## src/rtl/pipe_pkg.sv

```systemverilog
// Shared types and constants for the elastic pipeline registers.
package pipe_pkg;

   typedef enum logic [1:0] {EMPTY, ONE, FULL} pipe_state_t;

   localparam logic [31:0] RV_NOP = 32'h00000013;

   // Number of held entries implied by a state.
   function automatic logic [1:0] state_occ(input pipe_state_t s);
      case (s)
         ONE:     return 2'd1;
         FULL:    return 2'd2;
         default: return 2'd0;
      endcase
   endfunction

endpackage

```

## src/rtl/pipe_skid_reg_sat_counter.sv

```systemverilog
// Saturating up-counter: increments on inc, sticks at all-ones.
module sat_counter #(
   parameter int W = 16
) (
   input  logic         clk,
   input  logic         rst,
   input  logic         inc,
   output logic [W-1:0] count
);

   logic [W-1:0] count_reg;
   logic [W-1:0] count_next;

   always_comb begin
      count_next = count_reg;
      if (inc && (count_reg != {W{1'b1}}))
         count_next = count_reg + 1'b1;
   end

   always_ff @(posedge clk or posedge rst) begin
      if (rst)
         count_reg <= '0;
      else
         count_reg <= count_next;
   end

   assign count = count_reg;

endmodule

```

## src/rtl/pipe_skid_reg.sv

```systemverilog
// Valid/ready pipeline register with a two-entry skid buffer, flush with NOP
// insertion and a saturating downstream-stall counter.
module pipe_skid_reg
   import pipe_pkg::*;
#(
   parameter int               WIDTH     = 64,
   parameter logic [WIDTH-1:0] NOP_VALUE = WIDTH'({32'h0, RV_NOP}),
   parameter int               CNT_W     = 16
) (
   input  logic             clk,
   input  logic             rst,
   input  logic             flush,
   input  logic             in_valid,
   output logic             in_ready,
   input  logic [WIDTH-1:0] in_data,
   output logic             out_valid,
   input  logic             out_ready,
   output logic [WIDTH-1:0] out_data,
   output logic [1:0]       occupancy,
   output logic [CNT_W-1:0] stall_count
);

   pipe_state_t      state_reg, state_next;
   logic [WIDTH-1:0] main_reg, main_next;
   logic [WIDTH-1:0] skid_reg, skid_next;
   logic [1:0]       occ_reg;
   logic             in_fire;
   logic             out_fire;

   // Handshake outputs come straight from registered state, so neither
   // out_ready nor in_* has a combinational path to the other side.
   assign in_ready  = (state_reg != FULL);
   assign out_valid = (state_reg != EMPTY);
   assign out_data  = main_reg;
   assign occupancy = occ_reg;

   assign in_fire  = in_valid & in_ready;
   assign out_fire = out_valid & out_ready;

   always_comb begin
      state_next = state_reg;
      main_next  = main_reg;
      skid_next  = skid_reg;
      if (flush) begin
         state_next = EMPTY;
         main_next  = NOP_VALUE;
         skid_next  = NOP_VALUE;
      end else begin
         case (state_reg)
            EMPTY: begin
               if (in_fire) begin
                  state_next = ONE;
                  main_next  = in_data;
               end
            end
            ONE: begin
               if (in_fire && out_fire) begin
                  main_next = in_data;
               end else if (in_fire) begin
                  state_next = FULL;
                  skid_next  = in_data;
               end else if (out_fire) begin
                  state_next = EMPTY;
                  main_next  = NOP_VALUE;
               end
            end
            FULL: begin
               if (out_fire) begin
                  state_next = ONE;
                  main_next  = skid_reg;
                  skid_next  = NOP_VALUE;
               end
            end
            default: begin
               state_next = EMPTY;
               main_next  = NOP_VALUE;
               skid_next  = NOP_VALUE;
            end
         endcase
      end
   end

   always_ff @(posedge clk or posedge rst) begin
      if (rst) begin
         state_reg <= EMPTY;
         main_reg  <= NOP_VALUE;
         skid_reg  <= NOP_VALUE;
         occ_reg   <= 2'd0;
      end else begin
         state_reg <= state_next;
         main_reg  <= main_next;
         skid_reg  <= skid_next;
         occ_reg   <= state_occ(state_next);
      end
   end

   // Stalls keep counting through flushes; only reset clears them.
   sat_counter #(
      .W(CNT_W)
   ) u_stall_cnt (
      .clk  (clk),
      .rst  (rst),
      .inc  (out_valid & ~out_ready),
      .count(stall_count)
   );

endmodule
```

## config.mk

```make
export PLATFORM = sky130hd
export DESIGN_NAME = pipe_skid_reg
export DESIGN_NICKNAME = d
export VERILOG_FILES = /design/src/rtl/pipe_pkg.sv /design/src/rtl/pipe_skid_reg_sat_counter.sv /design/src/rtl/pipe_skid_reg.sv
export SDC_FILE = /design/constraint.sdc
export NUM_CORES = 1
export LEC_CHECK = 0
export BUFFER_PORTS_ARGS = -buffer_cell sky130_fd_sc_hd__buf_2
export CORE_ASPECT_RATIO = 1.25
export CORE_MARGIN = 8
export CORE_UTILIZATION = 49
export CTS_CLUSTER_DIAMETER = 50
export CTS_CLUSTER_SIZE = 14
export DETAILED_ROUTE_END_ITERATION = 7
export GPL_TIMING_DRIVEN = 0
export PLACE_DENSITY = 0.76
export SYNTH_ARGS = -nofsm -noshare
export SYNTH_HDL_FRONTEND = slang
export SYNTH_SLANG_ARGS = --single-unit
```

## constraint.sdc

```tcl
create_clock -name clk -period 4.5 [get_ports clk]
set_input_delay 0.675 -clock clk [delete_from_list [all_inputs] [get_ports clk]]
set_output_delay 0.675 -clock clk [all_outputs]
set_load 0.005 [all_outputs]
```

==> flow_summary.ini <==
[cells_and_area]
n_fill_cell = 1119
fin_cells = 961
syn2layout_area_growth_pct = 24.2
drive_above_1_share = 0.326
fin_nets = 842

[sta]
grt_setup_unrepaired = false
finalSetupTns_ns = 0
tightestPinTransition_ns = 0.830
slew_headroom = 0.446
setup_violations = 0
period_share = 0.603
finalHoldViolCount = 0
worst_clock_skew_ns = 0.00492
min_period_ns = 2.71
slew_viol_final = 0
max_freq_mhz = 368

[route]
drt.antenna.violating_nets = 0
drt_iter0_markers = 436
dr.pass1.iters = 5
viasPerCell = 5.42
drc_errors = 0
vias = 5210
routed_wl_mm = 17.6
drt-wirelength-per-cell_um = 18.3

[critical_path]
cp-end-kind = output pin
crit_type = reg2out
crit_slowest_cell = dfrtp_1
worstPathRequired_ns = 3.83
start_kind = flip-flop
cp.arrival_ns = 2.04
max_stage_delay_ns = 0.40
cp_common_cell = buf_2
worst-path-max-fanout = 10
crit_chain = buf_2 -> nor2b_1 -> buf_2 -> buf_1 -> inv_1 -> buf_2

[place]
place_hpwl_mm = 13.0
gp_congestion = 0.842
portBuffers = 151
place_inst = 928

[clocking]
clkSlewWorstSetupHoldPaths_ns = 0.06
htreeDepth = 4
tritoncts_num_sinks = 148
post-cts-setup-buffers = 0
cts.repair.resized = 0
clk_latency_ns = 0.42
numCtsBuffers = 17
cts_tree = done
clock_path_buffers = 2
ctsHoldBuffers = 0
clock-root-buffer = clkbuf_16

[global_route]
use_met2 = 0.336
grt_max_degree = 45
use_met1 = 0.229
antenna_found_initial = 2
overflow = 0
grt_use_total = 0.198
grt_pass1_vias = 5632
grt_pass1_wl_mm = 28.2
grt_busiest_layer = met2
globalRouteMet3Util = 0.0527

[logic_synthesis]
synth-edff-count = 0
ys_seq_elements = 148
async_flop_share = 1.00
synthesis.area_sq_um = 6840
avgSynthCellArea_sq_um = 11.4
synth_warnings = 0
synthCells = 599
synth_flop_cell = dfrtp_1
synth_seq_area_share = 0.543
synth_nets = 669
synth.distinct_cells = 48

[power]
ir_drop_mv = 0.313
leakage_nw = 4.18
total_power_w = 0.00342
power.density_nw_per_um2 = 403

[floorplan]
rows = 48
chipHeight_um = 148
core_area_sq_um = 13800
initial_core_util = 0.497
die_w_um = 122
pin_count = 153
dieArea_sq_um = 18000

[run_status]
status = completed

[min_path]
hold_path_class = in2async

[flow_run]
maxCapViolCount = 0
-- stage by stage --
step | setup WS (ns) | hold slack [ns] | instance area, sq um | util
floorplan | 1.97 | 0.479 | 6840 | -
global placement | 1.16 | 0.466 | 7820 | 0.568
detailed placement | 2.14 | 0.469 | 7880 | 0.573
CTS | 1.75 | 0.407 | 8490 | 0.617
global route | 1.66 | 0.465 | 8490 | 0.617
finish | 1.79 | 0.409 | 8490 | 0.617
-- synthesized netlist by cell type, types with 4 or more instances --
master	number	share of area
xor2_1	11	0.014
clkbuf_1	12	0.0066
nand2_1	66	0.036
inv_1	65	0.036
mux2i_1	61	0.089
o2bb2ai_1	41	0.053
dfrtp_1	142	0.52
dfstp_2	6	0.023
nor2_1	8	0.0044
nor3_1	8	0.0059
xnor2_1	5	0.0064
nand4_1	7	0.0064
mux2_1	4	0.0066
buf_2	29	0.021
nand3_1	4	0.0029
a22oi_1	62	0.068
o21ai_0	4	0.0029
o2bb2ai_2	20	0.044
-- final timing paths --
check,from,endpoint,slack (ns),depth (start not counted)
worst max-delay path,state_reg[0]$_DFF_PP0_,in_ready,1.79,6
worst min-delay path,rst,u_stall_cnt.count[14]$_DFFE_PP0P_,0.41,2
worst max register to register,state_reg[1]$_DFF_PP0_,out_data[36]$_DFFE_PP0P_,2.49,7
worst min register to register,out_data[15]$_DFFE_PP0P_,out_data[15]$_DFFE_PP0P_,0.48,1
max in group asynchronous,rst,out_data[17]$_DFFE_PP0P_,3.19,4
min in group clk,out_data[15]$_DFFE_PP0P_,out_data[15]$_DFFE_PP0P_,0.48,1
-- routing by layer --
metal,up-vias,wire length [um]
met5,-,11
li1,2456,-
met2,138,9130
met3,28,945
met4,2,364
met1,2586,7110
-- cell type report --
type	instances	area (sq um)	area share
antenna	1	2.50	0.000295
multi-input combinational	342	2680	0.315
buffer	43	201	0.0237
tap	175	219	0.0258
inverter	66	251	0.0296
timing repair buffer	154	816	0.0961
clock buffer	22	484	0.0570
sequential	148	3710	0.437
clock inverter	10	128	0.0150
-- report_power, final --
group	internal, W	switching [W]
sequential	0.00143	0.0000823
clock	0.000924	0.000528
combinational	0.000193	0.000263
total	0.00255	0.000874
-- cells by family after synthesis --
| kind of cell | after synthesis | share of synthesized area |
|---|---|---|
| multiplexers | 68 | 0.101 |
| AND/OR/NAND/NOR | 116 | 0.0849 |
| AO/OA/AOI/OAI | 141 | 0.184 |
| flip-flops | 148 | 0.543 |
| buffers and inverters | 109 | 0.0657 |
| adder cells (fa/ha/maj) | 1 | 0.00183 |
| XOR/XNOR | 16 | 0.0205 |
-- layout by cell type (no fill, tap or decap), types with 7 or more instances in the layout --
master	n
mux2i_1	61
buf_2	180
clkbuf_16	17
nor2_1	8
clkbuf_1	13
o2bb2ai_1	41
o2bb2ai_2	20
nand4_1	7
a22oi_1	62
nand2_1	66
dfrtp_1	142
xor2_1	11
inv_1	64
nor3_1	8
-- critical path, delay by kind of cell (launching register included) --
family	cells	cell delay, ns
buf+inv	5	1.11
flops	1	0.40
simple gates	1	0.11
Note: power is estimated with default switching activity, not from simulation.
